==> config.mk <==
export PLATFORM = sky130hd
export DESIGN_NAME = add16_seq_flat
export DESIGN_NICKNAME = d
export VERILOG_FILES = /design/src/rtl/add16_seq_if.sv /design/src/rtl/add16_seq.sv /design/src/flat_wrapper.sv
export SDC_FILE = /design/constraint.sdc
export NUM_CORES = 1
export LEC_CHECK = 0
export BUFFER_PORTS_ARGS = -buffer_cell sky130_fd_sc_hd__buf_2
export CAP_MARGIN = 25
export CORE_UTILIZATION = 44
export CTS_BUF_LIST = sky130_fd_sc_hd__clkbuf_4 sky130_fd_sc_hd__clkbuf_8
export CTS_CLUSTER_DIAMETER = 30
export DETAILED_ROUTE_END_ITERATION = 7
export PLACE_DENSITY = 0.72
export REMOVE_ABC_BUFFERS = 1
export SYNTH_ARGS = -nofsm -noshare
export SYNTH_HDL_FRONTEND = slang
export SYNTH_SLANG_ARGS = --single-unit
==> constraint.sdc <==
create_clock -name clk -period 3.7 [get_ports clk]
set_input_delay 0.37 -clock clk [delete_from_list [all_inputs] [get_ports clk]]
set_output_delay 0.37 -clock clk [all_outputs]
set_load 0.02 [all_outputs]
==> src/rtl/add16_seq_if.sv <==
// Request/result bus of add16_seq; the Sub request bit only exists when
// ADD16_SEQ_SUB_EN is defined.
interface add16_seq_if #(
  parameter int NIBBLES = 4
);
  localparam int W = 4 * NIBBLES;

  logic         in_vld;
  logic         in_rdy;
  logic [W-1:0] A;
  logic [W-1:0] B;
  logic         Cin;
  logic         out_vld;
  logic         out_rdy;
  logic [W-1:0] S;
  logic         Cout;
  logic         Ovf;
`ifdef ADD16_SEQ_SUB_EN
  logic         Sub;

  modport master (
    output in_vld, A, B, Cin, Sub, out_rdy,
    input  in_rdy, out_vld, S, Cout, Ovf
  );
  modport slave (
    input  in_vld, A, B, Cin, Sub, out_rdy,
    output in_rdy, out_vld, S, Cout, Ovf
  );
`else
  modport master (
    output in_vld, A, B, Cin, out_rdy,
    input  in_rdy, out_vld, S, Cout, Ovf
  );
  modport slave (
    input  in_vld, A, B, Cin, out_rdy,
    output in_rdy, out_vld, S, Cout, Ovf
  );
`endif
endinterface

==> src/rtl/add16_seq.sv <==
// Nibble-serial adder: one 4-bit ripple-carry slice reused NIBBLES times per request.
// Optional subtract mode is built in when ADD16_SEQ_SUB_EN is defined.
module rca4 (
  input  logic [3:0] a,
  input  logic [3:0] b,
  input  logic       ci,
  output logic [3:0] s,
  output logic       co
);
  logic c;

  always_comb begin
    c = ci;
    s = '0;
    for (int i = 0; i < 4; i++) begin
      s[i] = a[i] ^ b[i] ^ c;
      c    = (a[i] & b[i]) | (c & (a[i] ^ b[i]));
    end
    co = c;
  end
endmodule

module add16_seq #(
  parameter int NIBBLES = 4
) (
  input  logic        clk,
  input  logic        rst,
  add16_seq_if.slave  bus
);
  localparam int W     = 4 * NIBBLES;
  localparam int CNT_W = $clog2(NIBBLES);
  localparam logic [CNT_W-1:0] LAST = CNT_W'(NIBBLES - 1);

  typedef enum logic [1:0] {
    IDLE = 2'd0,
    ADD  = 2'd1,
    HOLD = 2'd2
  } state_t;

  state_t             state;
  state_t             state_next;
  logic               accept;
  logic               step;
  logic               last;

  logic [W-1:0]       a_op;
  logic [W-1:0]       b_op;
  logic [W-1:0]       b_in;
  logic               c_in;
  logic               carry;
  logic [CNT_W-1:0]   cnt;
  logic [CNT_W+1:0]   base;
  logic [W-1:0]       sum;
  logic               cout;
  logic               ovf;

  logic [3:0]         nib_a;
  logic [3:0]         nib_b;
  logic [3:0]         nib_s;
  logic               nib_co;

  // Subtraction stores ~B and seeds the carry with 1; the overflow rule
  // below then covers both modes because b_op already holds the inverted MSB.
`ifdef ADD16_SEQ_SUB_EN
  assign b_in = bus.Sub ? ~bus.B : bus.B;
  assign c_in = bus.Sub | bus.Cin;
`else
  assign b_in = bus.B;
  assign c_in = bus.Cin;
`endif

  always_ff @(posedge clk or posedge rst) begin
    if (rst) begin
      state <= IDLE;
    end else begin
      state <= state_next;
    end
  end

  always_comb begin
    state_next = state;
    accept     = 1'b0;
    step       = 1'b0;
    last       = 1'b0;
    case (state)
      IDLE: begin
        if (bus.in_vld) begin
          accept     = 1'b1;
          state_next = ADD;
        end
      end
      ADD: begin
        step = 1'b1;
        if (cnt == LAST) begin
          last       = 1'b1;
          state_next = HOLD;
        end
      end
      HOLD: begin
        if (bus.out_rdy) begin
          state_next = IDLE;
        end
      end
      default: state_next = IDLE;
    endcase
  end

  assign base  = {cnt, 2'b00};
  assign nib_a = a_op[base +: 4];
  assign nib_b = b_op[base +: 4];

  rca4 u_rca4 (
    .a  (nib_a),
    .b  (nib_b),
    .ci (carry),
    .s  (nib_s),
    .co (nib_co)
  );

  always_ff @(posedge clk) begin
    if (accept) begin
      a_op <= bus.A;
      b_op <= b_in;
    end
  end

  // Serial stage: one nibble of sum per ADD cycle, flags latched on the last one.
  always_ff @(posedge clk or posedge rst) begin
    if (rst) begin
      cnt   <= '0;
      carry <= 1'b0;
      sum   <= '0;
      cout  <= 1'b0;
      ovf   <= 1'b0;
    end else if (accept) begin
      cnt   <= '0;
      carry <= c_in;
    end else if (step) begin
      sum[base +: 4] <= nib_s;
      carry          <= nib_co;
      cnt            <= cnt + 1'b1;
      if (last) begin
        cout <= nib_co;
        ovf  <= (a_op[W-1] == b_op[W-1]) && (nib_s[3] != a_op[W-1]);
      end
    end
  end

  assign bus.in_rdy  = (state == IDLE);
  assign bus.out_vld = (state == HOLD);
  assign bus.S       = sum;
  assign bus.Cout    = cout;
  assign bus.Ovf     = ovf;
endmodule
==> src/flat_wrapper.sv <==
// flat-port wrapper written by rule: the top's interface ports become plain ports
module add16_seq_flat 
#(
  parameter int NIBBLES = 4
)
  (clk, rst, bus_in_vld, bus_A, bus_B, bus_Cin, bus_out_rdy, bus_in_rdy, bus_out_vld, bus_S, bus_Cout, bus_Ovf);
  add16_seq_if #(.NIBBLES(NIBBLES)) bus_i ();
  input  logic clk;
  input  logic rst;
  input wire logic [$bits(bus_i.in_vld)-1:0] bus_in_vld;
  input wire logic [$bits(bus_i.A)-1:0] bus_A;
  input wire logic [$bits(bus_i.B)-1:0] bus_B;
  input wire logic [$bits(bus_i.Cin)-1:0] bus_Cin;
  input wire logic [$bits(bus_i.out_rdy)-1:0] bus_out_rdy;
  output wire logic [$bits(bus_i.in_rdy)-1:0] bus_in_rdy;
  output wire logic [$bits(bus_i.out_vld)-1:0] bus_out_vld;
  output wire logic [$bits(bus_i.S)-1:0] bus_S;
  output wire logic [$bits(bus_i.Cout)-1:0] bus_Cout;
  output wire logic [$bits(bus_i.Ovf)-1:0] bus_Ovf;
  assign bus_i.in_vld = bus_in_vld;
  assign bus_i.A = bus_A;
  assign bus_i.B = bus_B;
  assign bus_i.Cin = bus_Cin;
  assign bus_i.out_rdy = bus_out_rdy;
  assign bus_in_rdy = bus_i.in_rdy;
  assign bus_out_vld = bus_i.out_vld;
  assign bus_S = bus_i.S;
  assign bus_Cout = bus_i.Cout;
  assign bus_Ovf = bus_i.Ovf;
  add16_seq #(.NIBBLES(NIBBLES)) u_core (.clk(clk), .rst(rst), .bus(bus_i));
endmodule
# [Word-level counts from Yosys, hierarchy flattened]
# Cells that the tools add are included.
[totals] ff_bits=55 inputBits=37 out_inout_bits=20 elab_cells=63
[op_classes] addsub=2 eq_ne=8 shifts=4 muxes=14 bitwise=21 reduce_logical=6
[op_table] operator="$shiftx 16x5->4" count=2
[op_table] operator="$bwmux 16" count=1
[op_table] operator="$shift 4x6->16 const A" count=1
[op_table] operator="$shiftx 4x6->16" count=1
[op_table] operator="$mux 2" count=5
[op_table] operator="$and 1x1->1" count=8
[op_table] operator="$xor 1x1->1" count=8
[op_table] operator="$mux 1" count=7
[op_table] operator="$neg 4->6" count=1
[op_table] operator="$pmux 2 s3" count=1
[op_table] operator="$reduce_and 3->1" count=2
[op_table] operator="$eq 2x2->1 const B" count=2
[op_table] operator="$ne 2x2->1 const B" count=2
[op_table] operator="$or 1x1->1" count=4
[op_table] operator="$add 2x1->2 const B" count=1
[op_table] operator="$eq 2x1->1 const B" count=1
[op_table] operator="$logic_not 2->1" count=1
[op_table] operator="$ne 2x1->1 const B" count=1
[op_table] operator="$reduce_and 2->1" count=1
[op_table] operator="$reduce_bool 2->1" count=1
[op_table] operator="$eq 1x1->1" count=1
[op_table] operator="$logic_and 1x1->1" count=1
[op_table] operator="$ne 1x1->1" count=1
[op_table] operator="$not 1->1" count=1

# [Depth between registers and ports, before layout]
# Gate-level depths: netlist of run 1.
[logic_depth] word_depth=12 depth_mapped=11 mapped_depth_nobuf=10

# [Hierarchy]
# A second synthesis of run 1 with hierarchy kept.
[hier_totals] cells_unflattened=142 area_unflattened_um2=2353.5
[by_module_without_submodules] module="add16_seq" n_inst=1 cells_per_inst=128 area_each_um2=2235.9 seq_area_each_um2=1536.5
[by_module_without_submodules] module="rca4" n_inst=1 cells_per_inst=14 area_each_um2=117.6 seq_area_each_um2=0.0

# [Worst setup path after synthesis of run 1]
# OpenSTA, ideal clock, no wires.
[synth_path] path_type="reg-to-reg" startpoint="register u_core.cnt[0]" endpoint="register u_core.ovf (netlist: u_core.bus.Ovf)" setup_time_ps=125 arrival_time_ps=2882 required_time_ps=3575 slack_ps=693 path_stages_with_launch=12 n_path_buf=1 synth_period_minus_slack_ps=3007 cell_sequence="dfrtp_1 > buf_4 > mux4_2 > inv_1 > fa_1 > fa_1 > inv_1 > fa_1 > fa_1 > nand2b_1 > o22ai_1 > mux2_2"
[synth_via] elab_chain_cells=11 elab_cells_between_ends=22 cone_classes="eq/ne (2); shift (2); mux (2); bitwise (14); reduce/logical (2)"
[synth_lines] item="from (decl)" line_no="add16_seq.sv:51" text="logic [CNT_W-1:0] cnt;"
[synth_lines] item="from (signal assigned)" line_no="add16_seq.sv:141" text="cnt <= cnt + 1'b1;"
[synth_lines] item="$shiftx 16x5->4 (on tied branches)" line_no="add16_seq.sv:109, add16_seq.sv:110"
[synth_lines] item="$xor 1x1->1" line_no="add16_seq.sv:17" text="c = (a[i] & b[i]) | (c & (a[i] ^ b[i]));"
[synth_lines] item="$and 1x1->1" line_no="add16_seq.sv:17"
[synth_lines] item="$or 1x1->1" line_no="add16_seq.sv:17"
[synth_lines] item="$and 1x1->1" line_no="add16_seq.sv:17"
[synth_lines] item="$or 1x1->1" line_no="add16_seq.sv:17"
[synth_lines] item="$and 1x1->1" line_no="add16_seq.sv:17"
[synth_lines] item="$or 1x1->1" line_no="add16_seq.sv:17"
[synth_lines] item="$xor 1x1->1" line_no="add16_seq.sv:16" text="s[i] = a[i] ^ b[i] ^ c;"
[synth_lines] item="$ne 1x1->1" line_no="add16_seq.sv:144" text="ovf <= (a_op[W-1] == b_op[W-1]) && (nib_s[3] != a_op[W-1]);"
[synth_lines] item="$logic_and 1x1->1" line_no="add16_seq.sv:144"
[synth_lines] item="to (signal assigned)" line_no="add16_seq.sv:144"
[synth_lines] item="to (decl)" line_no="add16_seq.sv:55" text="logic ovf;"
# Several ways; a longest one is shown, not always the timed one.
# A chain may end at the register's enable or synchronous reset.

# [Worst setup path after layout of run 1]
# Ends and elaborated chain as after synthesis.

==> impl_metrics.csv, run 1 <==
group,metric,value,unit
routing,drt_iter0_drc,59,
timing,skew,0.00496,ns
floorplanning,io_pins,57,
global_routing,antenna_found_initial,0,
finish,area_growth,20.7,%
clock_tree,hold_buffers,0,
clock_tree,tritoncts,"yes",
global_routing,grt_max_degree,33,
power_and_ir_drop,p_per_area,870,nW/um2
floorplanning,core_area,5110,um2
setup_path,crit_slowest_cell,"mux4_2",
timing,fin_hold_ws,0.215,ns
timing,tns,0,ns
clock_tree,ctsResizeCount,0,
setup_path,critPathBufInv,2,
setup_path,crit_arrival,3.15,ns
clock_tree,cts.clk_slew.worst_paths,0.10,ns
finish,fin_util,0.553,
placed_design,io_buffers,56,
synth,synth_edf_count,32,
synth,ys_ff_latch,55,
setup_path,ff2ff_setup_slack,0.75,ns
setup_path,crit_chain,"mux4_2 -> inv_1 -> fa_1 -> fa_1 -> inv_1 -> fa_1 -> fa_1 -> nand2b_1 -> o22ai_1 -> mux2_2",
timing,setup_viol_count_final,0,
clock_tree,numClockSinks,55,
synth,synth_seq_area_share,0.656,
clock_tree,cts_root_buf,"clkbuf_8",
setup_path,crit_family,"adder cells",
setup_path,worstSetupPathType,"flop to flop",
power_and_ir_drop,p_clk_frac,0.164,
synth,synth_area,2340,um2
timing,worst_pin_slew,0.860,ns
power_and_ir_drop,seqPwrFrac,0.383,
floorplanning,die-area,5620,um2
routing,vias,1377,
synth,syn_area_per_cell,15.9,um2
setup_path,slowest_delay,0.53,ns
finish,final_layout_size_suffix_gt1_frac,0.390,
clock_tree,cts_buffers,5,
power_and_ir_drop,p_int,1.49,mW
timing,fin_crit_sh,0.798,
hold_path,hp-class,"primary input to async pin",
placed_design,place_inst,272,
placed_design,hpwlAfterDp,2.90,mm
synth,synthFlopType,"edfxtp_1",
global_routing,grt_pass1_vias,1348,
global_routing,grt_usage,0.162,
setup_path,crit_path_frequent_cell,"fa_1",
synth,synth.distinct_cells,29,
finish,final_cell_area,2830,um2
finish,fillCellCount,430,
power_and_ir_drop,swShare,0.394,
routing,ant_nets,0,
synth,ys_warn_count,0,
power_and_ir_drop,peakVddDrop,0.348,mV
finish,antenna_cells,0,
timing,period_minus_slack,2.95,ns
timing,final_hold_viol_count,0,
synth,async_reset_ff_frac,0.418,
outcome,status,"finished, final reports clean",
placed_design,place.gp.congestion,0.714,
floorplanning,die_w,75.0,um
clock_tree,cts_buffer_depth,2,
timing,rsz0062_at_grt,"no",
clock_tree,clk_latency,0.31,ns
routing,drcViolationCount,0,
power_and_ir_drop,p_total,2.46,mW
placed_design,dp_slack,0.713,ns
synth,syn-instance-count,147,
timing,setup_ws,0.748,ns
timing,slew_viol_final,0,
finish,final_cells,280,
floorplanning,std_cell_rows,26,
setup_path,critPathMaxFanout,5,
routing,postRouteWirelength,3.89,mm
routing,viasPerCell,4.92,
routing,dr.pass1.iters,4,
setup_path,cp-start-kind,"flop",
power_and_ir_drop,p_leak,1.23,nW
clock_tree,cts_max_level,2,
finish,final_common_cell,"buf_2",
power_and_ir_drop,p_comb_frac,0.453,
finish,most-common-layout-cells,"buf_2 (56), edfxtp_1 (32), dfrtp_1 (23), nand2_1 (18), inv_1 (10)",
setup_path,endpoint_kind,"flop",
timing,relSlewSlack,0.426,
power_and_ir_drop,p_sw,0.968,mW
clock_tree,post_cts_buffers,0,
global_routing,grt_pass1_wl,6.47,mm
finish,finalNetCount,256,
floorplanning,die_h,75.0,um
flow_run,maxCapViolations,0,
placed_design,placed_cell_area,2710,um2
timing,fmax,0.339,GHz
setup_path,cp.required,3.90,ns
floorplanning,initial_utilization,0.459,
global_routing,grt-ovfl-total,0,
routing,wl_per_cell,13.9,um
sequential cells by signal, summed over array words and instances, names as in the netlist:
name	cells
u_core.a_op	16
u_core.b_op	16
u_core.bus.S	16
u_core.cnt	2
u_core.state	2
u_core.bus.Cout	1
u_core.bus.Ovf	1
u_core.carry	1
worst paths after layout:
| path | from | end | depth (start not counted) |
|---|---|---|---|
| max reg2reg | u_core.cnt[0] | u_core.bus.Ovf | 10 |
| max in group asynchronous | rst | u_core.bus.S[0] | 2 |
| min | rst | u_core.bus.S[8] | 2 |
| max | u_core.cnt[0] | u_core.bus.Ovf | 10 |
| min in group clk | bus_B[9] | u_core.b_op[9] | 1 |
| min reg2reg | u_core.bus.S[5] | u_core.bus.S[5] | 2 |
power groups by stage:
stage               clock network (mW)  logic, mW  registers, mW
detailed placement                   0       1.12          0.958
finish                           0.404       1.11          0.941
global placement                     0       1.10          0.951
floorplan                            0      0.682           1.05
global route                     0.444       1.25          0.964
CTS                              0.417       1.13          0.944
cell families after synthesis:
family | after synthesis | share of synthesized area
adders and majority gates | 10 | 0.0662
DFF | 55 | 0.656
AOI/OAI and AO/OA | 23 | 0.0769
buffers and inverters | 14 | 0.0256
and+or+nand+nor | 34 | 0.0839
muxes | 11 | 0.0913
synth_stat cells, types with 3 or more instances:
master	number	area (um2)
nand3b_1	4	30.0
o31ai_1	6	45.0
ha_1	6	75.1
mux2_2	3	33.8
fa_1	4	80.1
mux4_2	8	180
inv_1	10	37.5
nand2_1	18	67.6
dfrtp_1	23	576
edfxtp_1	32	961
a22o_1	3	26.3
o41ai_1	6	52.6
nand2b_1	5	31.3
area by class of cell:
type                       instances  area, um2  share of cell area
tap                               70       87.6              0.0310
clock buffer                       5       68.8              0.0243
sequential                        55       1540               0.544
multi-input combinational         78        746               0.264
inverter                          10       37.5              0.0133
clock inverter                     3       47.5              0.0168
timing repair buffer              59        303               0.107
worst reg2reg max path, cell delays in order (launching register included):
cell	delay [ns]
dfrtp_1	0.50
mux4_2	0.53
inv_1	0.09
fa_1	0.19
fa_1	0.16
inv_1	0.05
fa_1	0.38
fa_1	0.52
nand2b_1	0.11
o22ai_1	0.07
mux2_2	0.26
per-layer routing:
layer / GRT usage / vias to the layer above / part of all wire / wire length (um)
met4: 0.0629 / 0 / 0.015 / 60
met3: 0.0576 / 6 / 0.062 / 242
met5: 0 / - / 0 / 0
met1: 0.209 / 646 / 0.45 / 1760
met2: 0.253 / 50 / 0.47 / 1820
li1: - / 675 / - / -
(Power assumes the default switching activity.)
==> inputs of run 2 (changes only) <==
==> constraint.sdc (replaced) <==
create_clock -name clk -period 2.8 [get_ports clk]
set_input_delay 0.28 -clock clk [delete_from_list [all_inputs] [get_ports clk]]
set_output_delay 0.28 -clock clk [all_outputs]
set_load 0.02 [all_outputs]
==> impl_metrics.csv, run 2 (synthesis results as in run 1) <==
group,metric,value,unit
finish,area_growth,21.7,%
floorplanning,core_area,5110,um2
timing,slew_viol_final,0,
floorplanning,die_h,75.0,um
global_routing,grt_max_degree,33,
floorplanning,die-area,5620,um2
finish,most-common-layout-cells,"buf_2 (56), edfxtp_1 (32), dfrtp_1 (22), nand2_1 (18)",
setup_path,critPathMaxFanout,4,
timing,fmax,0.358,GHz
setup_path,timing.critical_path.from,"u_core.cnt[0]",
routing,postRouteWirelength,4.01,mm
timing,worst_pin_slew,0.861,ns
routing,dr.pass1.iters,4,
clock_tree,post_cts_buffers,0,
floorplanning,initial_utilization,0.459,
clock_tree,cts_max_level,2,
global_routing,grt-ovfl-total,0,
clock_tree,cts_buffer_depth,2,
finish,fillCellCount,443,
timing,period_minus_slack,2.79,ns
finish,antenna_cells,0,
floorplanning,die_w,75.0,um
setup_path,rr_worst_depth,10,
finish,final_common_cell,"buf_2",
setup_path,cp-start-kind,"flop",
clock_tree,cts_root_buf,"clkbuf_8",
clock_tree,cts.clk_slew.worst_paths,0.09,ns
routing,drt_iter0_drc,78,
timing,relSlewSlack,0.426,
placed_design,io_buffers,56,
timing,setup_viol_count_final,0,
setup_path,worstSetupPathType,"flop to flop",
timing,fin_crit_sh,0.997,
routing,drcViolationCount,0,
global_routing,antenna_found_initial,0,
setup_path,endpoint_kind,"flop",
global_routing,grt_pass1_wl,6.46,mm
power_and_ir_drop,peakVddDrop,0.596,mV
setup_path,cp.required,2.99,ns
clock_tree,tritoncts,"yes",
timing,rsz0062_at_grt,"yes",
setup_path,rr_startpoint,"u_core.cnt[0]",
global_routing,grt_usage,0.160,
timing,tns,0,ns
finish,final_layout_size_suffix_gt1_frac,0.425,
placed_design,placed_cell_area,2730,um2
clock_tree,cts_buffers,5,
placed_design,hpwlAfterDp,3.00,mm
global_routing,grt_pass1_vias,1406,
routing,viasPerCell,4.95,
hold_path,hp-class,"primary input to async pin",
clock_tree,hold_buffers,0,
timing,fin_hold_ws,0.140,ns
setup_path,crit_arrival,2.98,ns
routing,ant_nets,0,
timing,skew,0.00884,ns
flow_run,maxCapViolations,0,
finish,finalNetCount,258,
clock_tree,numClockSinks,55,
power_and_ir_drop,p_leak,1.23,nW
finish,final_cells,282,
placed_design,place.gp.congestion,0.751,
placed_design,place_inst,274,
timing,final_hold_viol_count,0,
outcome,status,"finished, final reports clean",
finish,final_cell_area,2850,um2
routing,wl_per_cell,14.2,um
floorplanning,std_cell_rows,26,
clock_tree,clk_latency,0.30,ns
floorplanning,io_pins,57,
routing,vias,1396,
power_and_ir_drop,p_per_area,1160,nW/um2
==> run 2: critical path: stages (launching register included) <==
cell and delay, ns:
dfrtp_2 0.41, mux4_2 0.51, inv_2 0.07, fa_2 0.20, fa_2 0.19, inv_1 0.05
fa_2 0.33, fa_1 0.50, nand2b_1 0.10, o22ai_1 0.07, mux2_2 0.26
==> run 2: timing repair <==
action | CTS | global route
resized for setup | 4 | 3
pin swaps | 3 | 2
endpoints found under the setup margin | 4 | 4
==> run 2: area by class of cell <==
type	instances	area, um2	area share
sequential	55	1540	0.539
inverter	10	37.5	0.0132
tap	70	87.6	0.0307
multi-input combinational	78	753	0.264
timing repair buffer	61	322	0.113
clock buffer	6	76.3	0.0268
clock inverter	2	37.5	0.0132
==> run 2: metrics by stage <==
step                      utilization  setup WS (ns)  power (mW)
after floorplan                     -         -0.287        2.29
after global placement          0.534        -0.0171        2.73
after detailed placement        0.534        -0.0699        2.77
after CTS                       0.558        -0.0481        3.32
after global routing            0.558         -0.105        3.54
final                           0.558        0.00949        3.29
==> run 2: per-layer routing <==
metal / GRT usage / up-vias / routed length (um)
li1: - / 673 / -
met1: 0.205 / 673 / 1760
met2: 0.264 / 46 / 2000
met3: 0.0535 / 4 / 221
met4: 0.0377 / 0 / 29
met5: 0 / - / 0
==> run 2: report_power, final <==
group	switching [mW]	internal [mW]	leakage (nW)	total (mW)
sequential	0.136	1.10	0.599	1.24
combinational	0.892	0.645	0.579	1.54
clock	0.243	0.277	0.0548	0.520
==> run 2: final timing paths <==
path,end,slack [ns]
max in group asynchronous,u_core.cnt[0],2.08
min reg2reg,u_core.bus.S[9],0.48
max reg2reg,u_core.bus.Ovf,0.009
min,u_core.bus.S[8],0.14
min in group clk,u_core.b_op[10],0.14
max,u_core.bus.Ovf,0.009
==> inputs of run 3 (changes only) <==
--- a/config.mk
+++ b/config.mk
@@ -7,6 +7,7 @@
 export LEC_CHECK = 0
 export BUFFER_PORTS_ARGS = -buffer_cell sky130_fd_sc_hd__buf_2
 export CAP_MARGIN = 25
+export CORE_MARGIN = 2
 export CORE_UTILIZATION = 44
 export CTS_BUF_LIST = sky130_fd_sc_hd__clkbuf_4 sky130_fd_sc_hd__clkbuf_8
 export CTS_CLUSTER_DIAMETER = 30
==> impl_metrics.csv, run 3 (synthesis results as in run 1) <==
group,metric,value,unit
outcome,violations,"setup timing",
setup_path,ff2ff_setup_slack,-0.01,ns
global_routing,antenna_found_initial,0,
finish,final_cells,283,
clock_tree,cts.clk_slew.worst_paths,0.09,ns
finish,fin_util,0.561,
finish,final_common_cell,"buf_2",
setup_path,cp.required,3.00,ns
setup_path,crit_slowest_cell,"fa_2",
power_and_ir_drop,seqPwrFrac,0.370,
finish,final_cell_area,2870,um2
setup_path,critPathMaxFanout,4,
power_and_ir_drop,p_sw,1.27,mW
setup_path,crit_path_frequent_cell,"fa_2",
finish,multi_input_area,756,um2
timing,skew,0.00697,ns
setup_path,slowest_delay,0.58,ns
clock_tree,cts_buffers,5,
routing,vias,1404,
outcome,status,"finished, violations left",
placed_design,dp_slack,-0.132,ns
clock_tree,cts_buffer_depth,2,
placed_design,hpwlAfterDp,3.03,mm
placed_design,place_inst,274,
timing,setup_viol_count_final,1,
timing,rsz0062_at_grt,"yes",
timing,fin_crit_sh,1.00,
clock_tree,cts_max_level,2,
placed_design,io_buffers,56,
clock_tree,numClockSinks,55,
floorplanning,initial_utilization,0.459,
finish,regArea,1540,um2
timing,setup_ws,-0.0139,ns
finish,most-common-layout-cells,"buf_2 (56), edfxtp_1 (32), dfrtp_1 (22), nand2_1 (18), mux4_2 (8)",
setup_path,rr_worst_depth,9,
timing,final_hold_viol_count,0,
power_and_ir_drop,swShare,0.382,
power_and_ir_drop,peakVddDrop,0.458,mV
floorplanning,die_h,77.0,um
finish,area_growth,22.3,%
timing,fmax,0.355,GHz
setup_path,rr_endpoint,"u_core.bus.Ovf",
floorplanning,std_cell_rows,26,
routing,dr.pass1.iters,4,
floorplanning,die_w,77.0,um
global_routing,grt-ovfl-total,0,
setup_path,crit_chain,"mux4_2 -> inv_2 -> fa_2 -> fa_2 -> inv_2 -> fa_2 -> fa_2 -> o22ai_1 -> mux2_2",
setup_path,endpoint_kind,"flop",
floorplanning,core_area,5110,um2
hold_path,hp-class,"primary input to async pin",
setup_path,rr_startpoint,"u_core.cnt[0]",
power_and_ir_drop,p_comb_frac,0.470,
global_routing,grt_max_degree,33,
routing,viasPerCell,4.96,
timing,period_minus_slack,2.81,ns
finish,finalNetCount,259,
setup_path,crit_arrival,3.01,ns
routing,ant_nets,0,
routing,postRouteWirelength,3.97,mm
power_and_ir_drop,p_int,2.06,mW
timing,relSlewSlack,0.411,
power_and_ir_drop,p_clk_frac,0.160,
power_and_ir_drop,p_per_area,1160,nW/um2
placed_design,placed_cell_area,2730,um2
power_and_ir_drop,p_total,3.33,mW
timing,worst_pin_slew,0.883,ns
global_routing,grt_usage,0.147,
setup_path,worstSetupPathType,"flop to flop",
routing,drcViolationCount,0,
global_routing,grt_pass1_wl,6.71,mm
timing,slew_viol_final,0,
clock_tree,tritoncts,"yes",
floorplanning,die-area,5920,um2
setup_path,cp-start-kind,"flop",
clock_tree,clk_latency,0.30,ns
flow_run,maxCapViolations,0,
routing,wl_per_cell,14.0,um
placed_design,place.gp.congestion,0.738,
setup_path,timing.critical_path.from,"u_core.cnt[0]",
global_routing,grt_pass1_vias,1429,
finish,final_layout_size_suffix_gt1_frac,0.437,
clock_tree,hold_buffers,0,
clock_tree,cts_root_buf,"clkbuf_8",
floorplanning,io_pins,57,
finish,antenna_cells,0,
timing,fin_hold_ws,0.147,ns
timing,tns,-0.0139,ns
routing,drt_iter0_drc,40,
finish,fillCellCount,451,
power_and_ir_drop,p_leak,1.24,nW
==> run 3: changes by cell type in the layout (fill, tap and decap cells not counted), sizes merged <==
| cell | change |
|---|---|
| clkinvlp | -1 |
| buf | +1 |
| clkinv | +1 |
==> run 3: how the worst max path moves through the flow <==
stage | slack (ns) | end | cells past startpoint
floorplan | -0.29 | u_core.bus.Ovf | 10
global placement | -0.02 | u_core.bus.Ovf | 10
detailed placement | -0.13 | u_core.bus.Ovf | 10
CTS | -0.1 | u_core.bus.Ovf | 9
global route | -0.11 | u_core.bus.Ovf | 9
finish | -0.01 | u_core.bus.Ovf | 9
==> run 3: power by group through the flow <==
stage	Clock (mW)	Combinational (mW)	Sequential, mW
global placement	0	1.48	1.25
detailed placement	0	1.53	1.25
global route	0.574	1.75	1.26
finish	0.534	1.57	1.23
CTS	0.543	1.60	1.24
floorplan	0	0.901	1.38
==> run 3: layer usage <==
metal	routed length [um]	GRT usage	vias to the layer above	share of wire
met5	0	0	-	0
met4	46	0.0436	0	0.012
met3	254	0.0435	7	0.064
met2	1920	0.237	47	0.48
met1	1750	0.194	671	0.44
li1	-	-	679	-
==> run 3: cell type report <==
class,count,area share
timing repair buffer,62,0.115
clock inverter,2,0.0122
tap,70,0.0306
clock buffer,6,0.0288
inverter,10,0.0131
multi-input combinational,78,0.264
sequential,55,0.537
==> run 3: what timing repair did <==
action	4_1_cts	5_1_grt
buffers inserted	1	0
resized for setup	8	1
setup endpoints to repair	4	4
pin swaps	2	3
==> run 3: critical path, delay by kind of cell (launching register included) <==
kind | cells | cell delay [ns]
DFF | 1 | 0.42
adders and majority gates | 4 | 1.32
muxes | 2 | 0.77
buffers and inverters | 2 | 0.11
AOI/OAI and AO/OA | 1 | 0.09
